===== src/rtl/line_stream_out.sv =====
// line_stream_out: pops pixels from an upstream line FIFO and streams one
// frame as a valid/ready beat sequence with sof/eol/eof markers.
// A 2-entry output buffer and a credit check keep the stream at full rate
// without ever overflowing the buffer.
module line_stream_out #(
   parameter int DATA_WIDTH  = 8,
   parameter int LINE_LEN    = 640,
   parameter int FRAME_LINES = 480
) (
   input  logic                  clk,
   input  logic                  rst,
   input  logic                  start_i,
   input  logic                  fifo_empty_i,
   output logic                  fifo_rd_en_o,
   input  logic [DATA_WIDTH-1:0] fifo_rd_data_i,
   output logic                  m_valid_o,
   input  logic                  m_ready_i,
   output logic [DATA_WIDTH-1:0] m_data_o,
   output logic                  m_sof_o,
   output logic                  m_eol_o,
   output logic                  m_eof_o,
   output logic                  busy_o,
   output logic                  done_o
);

   localparam int TOTAL  = LINE_LEN * FRAME_LINES;
   localparam int PCNT_W = $clog2(TOTAL + 1);
   localparam int COL_W  = $clog2(LINE_LEN);
   localparam int LINE_W = (FRAME_LINES > 1) ? $clog2(FRAME_LINES) : 1;

   localparam logic [PCNT_W-1:0] LAST_POP  = PCNT_W'(TOTAL - 1);
   localparam logic [COL_W-1:0]  LAST_COL  = COL_W'(LINE_LEN - 1);
   localparam logic [LINE_W-1:0] LAST_LINE = LINE_W'(FRAME_LINES - 1);

   typedef enum logic [1:0] {
      IDLE  = 2'd0,
      RUN   = 2'd1,
      DRAIN = 2'd2
   } state_t;

   state_t                state;
   state_t                state_nxt;
   logic                  rd_en;
   logic [1:0]            occ;
   logic [1:0]            occ_nxt;
   logic                  inflight;
   logic                  valid;
   logic                  pop;
   logic [2:0]            credit;
   logic                  wr_idx;
   logic                  last_beat;
   logic                  done_q;
   logic [PCNT_W-1:0]     pop_cnt;
   logic [COL_W-1:0]      col;
   logic [LINE_W-1:0]     line;
   logic [DATA_WIDTH-1:0] slot [2];

   // Buffer occupancy, accepted beats and the credit sum for the pop decision.
   // pop can only be 1 when occ > 0, so the subtractions never wrap.
   assign valid     = (occ != 2'd0);
   assign pop       = valid & m_ready_i & ~rst;
   assign credit    = {1'b0, occ} + {2'b00, inflight} - {2'b00, pop};
   assign occ_nxt   = occ + {1'b0, inflight} - {1'b0, pop};
   assign last_beat = (col == LAST_COL) && (line == LAST_LINE);
   // An arriving word goes behind the surviving head entry; with occ=2 no
   // word can be in flight, so only slots 0 and 1 are ever addressed.
   assign wr_idx    = occ[0] & ~pop;

   // State register.
   always_ff @(posedge clk) begin
      // NOTE: sequential state uses non-blocking assignments so every flop
      // samples pre-edge values regardless of block evaluation order.
      if (rst) state <= IDLE;
      else     state <= state_nxt;
   end

   // Next-state and pop decision.
   always_comb begin
      // NOTE: defaults first so no path leaves a signal unassigned (no latch).
      state_nxt = state;
      rd_en     = 1'b0;
      case (state)
         IDLE: begin
            if (start_i) state_nxt = RUN;
         end
         RUN: begin
            rd_en = ~fifo_empty_i & (credit <= 3'd1);
            if (rd_en && (pop_cnt == LAST_POP)) state_nxt = DRAIN;
         end
         DRAIN: begin
            if (pop && last_beat) state_nxt = IDLE;
         end
         default: state_nxt = IDLE;
      endcase
   end

   // Occupancy, in-flight pop tracking and the end-of-frame pulse.
   always_ff @(posedge clk) begin
      if (rst) begin
         occ      <= 2'd0;
         inflight <= 1'b0;
         done_q   <= 1'b0;
      end else begin
         occ      <= occ_nxt;
         inflight <= fifo_rd_en_o;
         done_q   <= pop & last_beat;
      end
   end

   // Pop counter for the frame plus column/line position of the head beat.
   always_ff @(posedge clk) begin
      if (rst) begin
         pop_cnt <= '0;
         col     <= '0;
         line    <= '0;
      end else begin
         if ((state == IDLE) && start_i) pop_cnt <= '0;
         else if (fifo_rd_en_o)          pop_cnt <= pop_cnt + 1'b1;

         if (pop) begin
            if (col == LAST_COL) begin
               col  <= '0;
               line <= (line == LAST_LINE) ? '0 : line + 1'b1;
            end else begin
               col <= col + 1'b1;
            end
         end
      end
   end

   // Output buffer storage: head shifts out on accept, FIFO word lands behind it.
   always_ff @(posedge clk) begin
      // NOTE: data slots carry no reset; occ alone says which entries are live,
      // so stale contents after rst are never presented.
      if (pop)      slot[0]      <= slot[1];
      if (inflight) slot[wr_idx] <= fifo_rd_data_i;
   end

   // Reset forces every control output low in the cycle it is asserted.
   assign fifo_rd_en_o = rd_en & ~rst;
   assign m_valid_o    = valid & ~rst;
   assign m_data_o     = slot[0];
   assign m_sof_o      = m_valid_o & (col == '0) & (line == '0);
   assign m_eol_o      = m_valid_o & (col == LAST_COL);
   assign m_eof_o      = m_valid_o & last_beat;
   assign busy_o       = (state != IDLE) & ~rst;
   assign done_o       = done_q & ~rst;

endmodule


===== config.mk =====
export PLATFORM = sky130hd
export DESIGN_NAME = line_stream_out
export DESIGN_NICKNAME = d
export VERILOG_FILES = /design/src/rtl/line_stream_out.sv
export SDC_FILE = /design/constraint.sdc
export NUM_CORES = 1
export LEC_CHECK = 0
export ABC_AREA = 1
export CAP_MARGIN = 15
export CELL_PAD_IN_SITES_DETAIL_PLACEMENT = 0
export CELL_PAD_IN_SITES_GLOBAL_PLACEMENT = 1
export CORE_MARGIN = 2
export CORE_UTILIZATION = 46
export CTS_BUF_LIST = sky130_fd_sc_hd__clkbuf_16
export CTS_CLUSTER_DIAMETER = 40
export DETAILED_ROUTE_END_ITERATION = 8
export GPL_TIMING_DRIVEN = 0
export PLACE_DENSITY = 0.84
export SLEW_MARGIN = 15
export SYNTH_ARGS = -nofsm -noshare
export SYNTH_HDL_FRONTEND = slang
export SYNTH_SLANG_ARGS = --single-unit

===== constraint.sdc =====
create_clock -name clk -period 5.1 [get_ports clk]
set_clock_uncertainty 0.1 [all_clocks]
set_input_delay 0.765 -clock clk [delete_from_list [all_inputs] [get_ports clk]]
set_output_delay 0.765 -clock clk [all_outputs]
set_load 0.05 [all_outputs]

==> results.md <==
* Post-route DRC violation count at 0
* Die height at 87.71 um
* Clock latency on the worst-skew pair at 0.32 ns
* Final slew viol count at 0
* Max cap viols at 0
* Number of synthesized flops with an enable pin at 16
* Global-route wire length before repair at 11.30 mm
* Most numerous cell in the Yosys netlist: nand2_1
* Crit-path leading delay family: buffers and inverters
* Register Area at 0.001361 sq mm
* Final #Nets at 478
* DR vias at 2752
* Commonest cells in the netlist: nand2_1, inv_1, nor2_1, dfxtp_1, nand3_1
* PD cells at 305.5 mW/mm^2
* Syn_area_per_cell at 7.674 sq um
* Clock sink count at 60
* Worst path bufs/invs at 6
* Synthesized flop and latch total at 60
* Worst-path maximum fanout at 10
* Multi-input combinational cell area at 0.001587 sq mm
* Worst relative slew slack at 59.57%
* H-tree depth at 3
* CP startpoint kind: input pin
* Cell variety after synth at 38
* Initial DRC count at 152
* Worst Setup End Kind: output pin
* Largest net degree at the start of global routing at 13
* Area share of the leading cell type in the synthesized netlist at 27.33%
* CP max stage delay at 0.47 ns
* Initial antenna violation count at 0
* Worst hold slack at 0.3926 ns
* Iteration count of the initial detailed-routing pass at 4
* Post-synth ARST share at 0%
* Share of post-route cells with drive strength above 1 at 10.82%
* Die Area at 0.007692 sq mm
* Sequential area share after synthesis at 42.24%
* Static leakage at 1.516 nW
* Fin crit share at 90.15%
* Dpl cell area at 0.003603 sq mm
* CTS tree: done
* Area delta synth->final at 21.23%
* Hold Crit Class: reg -> reg
* Area leader, netlist: dfxtp_1
* Antenna Cells at 0
* Cell count after synthesis at 420
* Outcome: completed
* Worst vdd ir at 0.1894 mV
* Global-route usage over all layers at 18.62%
* Port-buffer cells at 26
* CTS Buf Count at 9
* Min cycle time layout at 4.598 ns
* WS Path Type: in -> out
* Vias in the first global route at 2456
* Die X at 87.71 um
* Hold Buf Count CTS at 0
* Fillers at 647
* Unrepaired setup endpoints after global routing: false
* Grt met3 use at 2.828%
* Crit-path cells: clkdlybuf4s50_1 > nand2_4 > clkinv_4 > ha_1 > inv_1 > ha_1 > fa_1 > nor2_1 > nand2_1 > nor2_1 > nand2_1 > inv_2 > buf_6 > dlymetal6s2s_1
* Post-synth top flop: dfxtp_1
* M2 GR Usage at 27.89%
* Post-DRT Antenna Nets at 0
* Starting density of the core at 47.44%
* Setup-failing EPs final at 0
* Ports at 28
* Synth Net Count at 441
* Hold Vio Cnt, Final at 0
* CORE AREA at 0.006794 sq mm
* GR Overflow Total at 0
* Worst Path Required at 4.24 ns
* Post-placement cell count at 542
* Slowest cell on crit path: fa_1
* Gr busiest metal: met2
* GPL Wtd Cong at 0.8198
* Dominant cells by area after synthesis: dfxtp_1, edfxtp_1, nand2_1
* Tot Pwr at 1.194 mW
* Setup TNS at 0 ns
* WL/cell at 12.11 um
* Final cell area excluding filler cells at 0.003908 sq mm
* CTS clk-pin slew, worst paths at 0.06 ns
* Final WL at 6.760 mm
* Final std cells w/o fill at 558
* Synth Cell Area at 0.003223 sq mm
* Achievable Freq at 217.5 MHz
* Synth warn at 0
* Row count at 30
* GR Util met1 at 27.40%
* Slew @ Worst Pin at 0.6042 ns
* Max Root-Sink Buffers at 2
* DR vias/cell at 4.932
* DP Wirelength at 5.035 mm
* Arrival time at the worst endpoint at 3.73 ns
* Root buf cell: clkbuf_16
layout by cell type, fill, tap and decap left out, types with 2 or more instances in the layout:
| master | instances |
|---|---|
| nand2_2 | 3 |
| xnor2_1 | 2 |
| nand3_2 | 2 |
| nor2_1 | 56 |
| clkbuf_1 | 2 |
| mux2_4 | 8 |
| edfxtp_1 | 16 |
| nand2_4 | 3 |
| a21oi_1 | 26 |
| nand2_1 | 94 |
| ha_1 | 7 |
| and3_1 | 2 |
| nand3_1 | 29 |
| clkdlybuf4s50_1 | 25 |
| nor2_2 | 2 |
| o21ai_1 | 2 |
| dfxtp_1 | 44 |
| nor2_4 | 3 |
| clkinvlp_4 | 2 |
| nor3_1 | 7 |
| clkinv_4 | 3 |
| o21ai_0 | 12 |
| buf_4 | 2 |
| xor2_1 | 6 |
| nand4_1 | 16 |
| clkbuf_16 | 9 |
| inv_1 | 58 |
| inv_2 | 4 |
path summary, 6_finish.rpt:
path	from	endpoint	slack [ns]	depth (start not counted)
max	m_ready_i	fifo_rd_en_o	0.50	14
min reg2reg	pop_cnt[1]$_SDFFE_PP0P_	pop_cnt[1]$_SDFFE_PP0P_	0.39	2
max reg2reg	occ[0]$_SDFF_PP0_	pop_cnt[16]$_SDFFE_PP0P_	2.02	16
min	pop_cnt[1]$_SDFFE_PP0P_	pop_cnt[1]$_SDFFE_PP0P_	0.39	2
cells by family after synthesis:
logic type | share of synthesized area, %
simple gates | 33.04
flops | 42.24
compound gates | 6.949
buf+inv | 8.540
fa+ha+maj | 3.338
xor+xnor | 2.174
mux | 3.727
metrics by stage:
stage / worst slack (ns) / util [%]
4_1_cts: 0.08714 / 57.48
3_5_place_dp: 0.1055 / 53.04
3_3_place_gp: 0.1205 / 53.04
2_1_floorplan: 1.155 / -
5_1_grt: 0.2647 / 57.51
6_report: 0.5021 / 57.51
where the power goes:
group	switching [mW]	internal [mW]
combinational	0.0596	0.0341
clock	0.218	0.380
sequential	0.00496	0.497
timing repair:
action	in CTS	in global routing
resized for setup	0	1
endpoints found under the setup margin	0	1
buffers inserted	0	0
layer usage:
layer  routed length [um]  up-vias
met3                  266        9
met4                   93        0
met1                 3496     1252
li1                     -     1443
met2                 2902       48
met5                    0        -
sequential cells by signal, indices dropped and copies added (netlist names):
register and cells:
col 10, done_q 1, inflight 1, line 9
occ 2, pop_cnt 19, slot 16, state 2
tightest hold or removal path, stage by stage, from the launching register on:
cell     delay, ns
dfxtp_1       0.32
nand2_1       0.06
a21oi_1       0.06
area by class of cell:
class / count / share of cell area (%)
inverter: 63 / 6.180
timing repair buffer: 26 / 6.724
sequential: 60 / 34.84
multi-input combinational: 292 / 40.60
clock buffer: 9 / 5.764
tap: 96 / 3.074
clock inverter: 7 / 1.953
buffer: 5 / 0.8646
No activity file was read; power rests on OpenSTA's default activity.
